<file path="src/rtl/pipelined_adder.sv">
// pipelined_adder: add/subtract split into STAGES carry-chain chunks, valid/ready handshake, carry/overflow/zero flags
module pipelined_adder #(
  parameter int WIDTH  = 32,
  parameter int STAGES = 2,
  parameter int TAGW   = 4
) (
  input  logic             clk,
  input  logic             rst_n,
  input  logic             in_valid,
  output logic             in_ready,
  input  logic [WIDTH-1:0] data1,
  input  logic [WIDTH-1:0] data2,
  input  logic             sub,
  input  logic [TAGW-1:0]  in_tag,
  output logic             out_valid,
  input  logic             out_ready,
  output logic [WIDTH-1:0] out,
  output logic [TAGW-1:0]  out_tag,
  output logic             carry,
  output logic             overflow,
  output logic             zero
);
  localparam int CW = WIDTH / STAGES;
  logic adv;
  assign adv = !out_valid || out_ready;
  assign in_ready = adv;
  // Each stage carries full-width operands and partial result; the last stage is the output register.
  for (genvar g = 0; g < STAGES; g++) begin : st
    logic [WIDTH-1:0] ia, ib, ir, nr, ra, rb, rr;
    logic [TAGW-1:0]  it, rt;
    logic             ic, iv, rv, rc, ro, rz;
    logic [CW:0]      cs;
    if (g == 0) begin : src
      assign ia = data1;
      assign ib = sub ? ~data2 : data2;
      assign ir = '0;
      assign ic = sub;
      assign iv = in_valid;
      assign it = in_tag;
    end else begin : src
      assign ia = st[g-1].ra;
      assign ib = st[g-1].rb;
      assign ir = st[g-1].rr;
      assign ic = st[g-1].rc;
      assign iv = st[g-1].rv;
      assign it = st[g-1].rt;
    end
    assign cs = {1'b0, ia[g*CW +: CW]} + {1'b0, ib[g*CW +: CW]} + (CW+1)'(ic);
    always_comb begin
      nr = ir;
      nr[g*CW +: CW] = cs[CW-1:0];
    end
    always_ff @(posedge clk or negedge rst_n) begin
      if (!rst_n) begin
        rv <= 1'b0;
        ra <= '0;
        rb <= '0;
        rr <= '0;
        rt <= '0;
        rc <= 1'b0;
        ro <= 1'b0;
        rz <= 1'b0;
      end else if (adv) begin
        rv <= iv;
        if (iv) begin
          ra <= ia;
          rb <= ib;
          rr <= nr;
          rt <= it;
          rc <= cs[CW];
          ro <= ia[WIDTH-1] ^ ib[WIDTH-1] ^ nr[WIDTH-1] ^ cs[CW];
          rz <= nr == '0;
        end
      end
    end
  end
  assign out_valid = st[STAGES-1].rv;
  assign out       = st[STAGES-1].rr;
  assign out_tag   = st[STAGES-1].rt;
  assign carry     = st[STAGES-1].rc;
  assign overflow  = st[STAGES-1].ro;
  assign zero      = st[STAGES-1].rz;
endmodule

</file>
<file path="config.mk">
export PLATFORM = sky130hd
export DESIGN_NAME = pipelined_adder
export DESIGN_NICKNAME = d
export VERILOG_FILES = /design/src/rtl/pipelined_adder.sv
export SDC_FILE = /design/constraint.sdc
export NUM_CORES = 1
export LEC_CHECK = 0
export CAP_MARGIN = 30
export CORE_MARGIN = 10
export CORE_UTILIZATION = 56
export CTS_CLUSTER_DIAMETER = 200
export DETAILED_ROUTE_END_ITERATION = 6
export PLACE_DENSITY = 0.89
export SYNTH_ARGS = -nofsm -noshare
export SYNTH_HDL_FRONTEND = slang
export SYNTH_SLANG_ARGS = --single-unit
</file>
<file path="constraint.sdc">
create_clock -name clk -period 5.2 [get_ports clk]
set_input_delay 0.52 -clock clk [delete_from_list [all_inputs] [get_ports clk]]
set_output_delay 0.52 -clock clk [all_outputs]
set_load 0.01 [all_outputs]
</file>
**After elaboration in Yosys (flattened, before gate mapping)**

Cells that the tools add are included.

- $add $sub $neg: 4
- Multiplexer cells: 1
- Bitwise operators: 4
- Reductions and logical operators: 5

Operator list:

| cell | count |
|---|---|
| $add A16 B16 Y17 | 2 |
| $add A17 B1 Y17 | 2 |
| $logic_not A32 Y1 | 1 |
| $mux W32 | 1 |
| $not A32 Y32 | 1 |
| $reduce_and A2 Y1 | 2 |
| $xor A1 B1 Y1 | 3 |
| $logic_not A1 Y1 | 1 |
| $logic_or A1 B1 Y1 | 1 |

- Bits in registers: 126
- Input bits: 73
- Logic and storage cells: 26

**Depth between registers and ports, before layout**

- Depth after elaboration: 4
- Depth in mapped cells: 11
- Gate-level depth less buffers: 9

**Worst setup path before layout**

Ideal clock, no wire load.

- Path type: input to register
- Start: input port sub
- End: register st[0].rr[15]
- Data arrival time: 2946 ps
- Required time: 5065 ps
- Slack: 2118 ps
- Stages on the path: 11
- Path buffers: 2
- Cell sequence: clkbuf_1 > buf_1 > xor2_1 > ha_1 > and3_1 > and2_1 > a221oi_1 > a31oi_1 > a211oi_1 > xor2_1 > o21ai_1

- Word-level cells in the longest chain between the ends: 3

RTL lines:

| what | line | RTL |
|---|---|---|
| start, declared | 13 | `input logic sub,` |
| $mux W32 | 35 | `assign ib = sub ? ~data2 : data2;` |
| $add A16 B16 Y17 | 48 | `assign cs = {1'b0, ia[g*CW +: CW]} + {1'b0, ib[g*CW +: CW]} + (CW+1)'(ic);` |
| $add A17 B1 Y17 * | 48 |  |
| end signal, assigned | 68 | `rr <= nr;` |
| end, declared | 29 | `logic [WIDTH-1:0] ia, ib, ir, nr, ra, rb, rr;` |

Every way passes the cells marked *; elsewhere a longest branch is shown, timed or not.
A chain may end at the register's enable or synchronous reset.

**Worst setup path in the final report**

- Start: register st[0].ra[16]
- End: register st[1].rz, in the netlist zero

- Word-level cells in the longest chain between the ends: 3

RTL lines:

| what | line | RTL |
|---|---|---|
| start, declared | 29 |  |
| start signal, assigned | 66 | `ra <= ia;` |
| $add A16 B16 Y17 | 48 |  |
| $add A17 B1 Y17 | 48 |  |
| via st[1].cs[1] | 32 | `logic [CW:0] cs;` |
| $logic_not A32 Y1 | 72 | `rz <= nr == '0;` |
| end signal, assigned | 62 | `rz <= 1'b0;` |
| end signal, assigned | 72 |  |
| end, declared | 31 | `logic ic, iv, rv, rc, ro, rz;` |

The timed path passes the listed nets, and every way through them passes these cells.

==> metrics <==
CP dominant cell by count=fa_1; Rel. slew slack=40.60%; initial antenna violation count=0; Syn Inst Count=541; post-CTS sizing=0; Max Cap Viol=0; Vias=~4400; CP Capture Type=register; Initial Util=56.81%; share of cells above drive strength 1=a little under an eighth; initial DRC count=263; Pwr Density=436.7 nW/um^2; fin cells=782; crit path launch type=register; CTS Buf Count=9; CP arrival=4.11 ns; worst path cell trace=fa_1 -> fa_1 -> nor4_1 -> nand3_1 -> a2111oi_0 -> nand4_1 -> a2111oi_2 -> nor4bb_1 -> a32o_2; Final Core Density=71.59%; Critical-path top delay cell=a2111oi_0; clock slew at reported path FFs=around 0.09 ns; clock sink total=94; Post-synth EDFFs=0; Syn Std Cell Area=5477 um^2; total grt overflow=0; Top delay family on crit path=compound AO/OA/AOI/OAI gates; Clock Path Buffers=2; TritonCTS clock tree=done; CTS Hold Bufs=0; worst slack at placement=approximately 1.5 ns; Max Fclk=262.8 MHz; Synth Warn #=0; worst-path maximum fanout=3; ys flop type=dfrtp_1; Routed Antenna Nets=0; Tightest Pin Transition=just under 0.9 ns; Hold Vio Cnt, Final=0; PortBufs=113; Routed WL=13420 um; H-Tree Level Count=3; critical path class=register to register; io pins=114; DP Wirelength=10540 um; final instance area=6900 um^2; Setup TNS=0 ns; Die W=118.9 um; # diodes=0; core box area=9639 um^2; routed len/inst=17.15 um; Syn Area/Cell=between 10 and 15 um^2; sequential share of the synthesized area=42.95%; # DRC=0; Final Skew=0.01423 ns; clock root buffer=clkbuf_8; Period minus WS final=around 3.8 ns; worst skew pair latency=~0.37 ns; worst hold-check path type=input pin to async pin; Layout Nets=750; drt pass-1 iters=4; worst reg-to-reg setup slack=1.39 ns; GP Congestion=0.9156; max-slew violation count=0; period utilisation layout=approximately three quarters; largest net degree at the start of global routing=52; row cnt=36; register bit total from synthesis=94; Placed Cells=766; setup repair bufs after CTS=0; P_leak=0.002960 uW; die height=118.9 um; CP required=5.50 ns; final setup vio count=0; vias in the first global route=4603; die area=14130 um^2; maximum VDD drop=201.7 uV; share of flip-flops with an asynchronous set or reset=100.0%; Mapped Nets=647; Overall Global Routing Usage=19.11%; RSZ-0062 raised after global routing=no; Distinct cells, synth=66; Area growth syn-to-layout=26.00%; global-route wire length before repair=22550 um; status=completed; vias per cell=5.651; WP buf/inv=0; Placement Cell Area=6686 um^2; Slowest Stage Delay on Critical Path=about 0.74 ns; Final WS setup=1.394 ns
-- cells in the final DEF (no fill, tap or decap), types with 3 or more instances in the layout --
master,instances
or4_1,3
nor3b_1,6
fa_1,3
xnor2_1,26
a211o_1,3
and2_1,3
o21bai_1,3
a31oi_1,10
xor2_1,24
o21ai_0,44
nor4_1,4
nor3_1,8
nand2_1,75
and3_1,3
a21o_1,7
clkdlybuf4s50_1,111
a311o_1,3
dfrtp_1,94
a211oi_1,6
nand4_1,3
o211ai_1,8
a311oi_1,3
nor2_1,22
clkbuf_8,9
a31o_2,3
a21oi_1,15
nor2b_1,3
nand3_1,8
buf_4,4
mux2_2,40
o21a_1,6
inv_1,11
ha_1,30
-- worst paths after layout --
check,from,endpoint,cells after the start
setup / recovery,st[0].ra[16],zero,9
hold / removal,rst_n,out_tag[0],1
setup reg to reg,st[0].ra[16],zero,9
hold reg to reg,st[0].rt[2],out_tag[2],2
max in group asynchronous,rst_n,st[0].rb[18],2
min in group clk,st[0].rt[2],out_tag[2],2
-- cell usage after synthesis (all sizes together), types with 9 or more instances --
| cell type | n | area share, % |
|---|---|---|
| mux2 | 40 | 8.2 |
| nand2 | 76 | 5.2 |
| inv | 11 | 0.75 |
| xnor2 | 26 | 4.2 |
| dfrtp | 94 | 43 |
| o211ai | 9 | 1.3 |
| a21oi | 15 | 1.4 |
| o21ai | 47 | 4.4 |
| ha | 30 | 6.9 |
| nor2 | 22 | 1.5 |
| xor2 | 24 | 3.8 |
| clkbuf | 16 | 1.1 |
| a31oi | 10 | 1.1 |
-- sequential cells by signal, indices dropped and copies added (netlist names) --
| signal | count |
|---|---|
| st.rt | 4 |
| zero | 1 |
| st.rv | 1 |
| carry | 1 |
| out_valid | 1 |
| overflow | 1 |
| out_tag | 4 |
| st.rr | 16 |
| st.rc | 1 |
| out | 32 |
| st.ra | 16 |
| st.rb | 16 |
-- per-layer routing --
metal / up-vias / wire, um / GRT usage [%]
li1: 2149 / - / -
met1: 2138 / 5734 / 22.30
met3: 13 / 742 / 5.291
met4: 0 / 156 / 4.733
met5: - / 0 / 0
met2: 119 / 6781 / 33.97
-- area by class of cell --
cell class	instances	area, um^2
well taps	133	166.4
repair buffers	116	1146
clock buffers	11	131.4
flip-flops and latches	94	2352
inverters	11	41.29
fillers	758	2739
clock inverters	5	82.58
multi-input cells	412	2980
-- report_power, final --
part           internal, uW  switching [uW]  leakage, uW
Combinational           697             675      0.00172
Clock                   273             255     0.000108
Sequential              962             152      0.00114
-- logic make-up (layout without fill, tap and decap cells) --
family	after synthesis	in the layout	share of synthesized area [%]
DFF	94	94	42.95
muxes	41	41	8.408
adders and majority gates	33	33	7.951
buffers and inverters	35	143	2.673
AOI/OAI and AO/OA	131	131	15.88
xor gates and xnor gates	50	50	7.996
and+or+nand+nor	157	157	14.14
-- stage by stage --
stage	hold slack, ns	total power, uW
after floorplan	0.2244	1909
after global placement	0.4440	2455
after detailed placement	0.4567	2498
after CTS	0.1417	3026
after global routing	0.1635	3213
final	0.1384	3014
No activity file was read; power rests on OpenSTA's default activity.
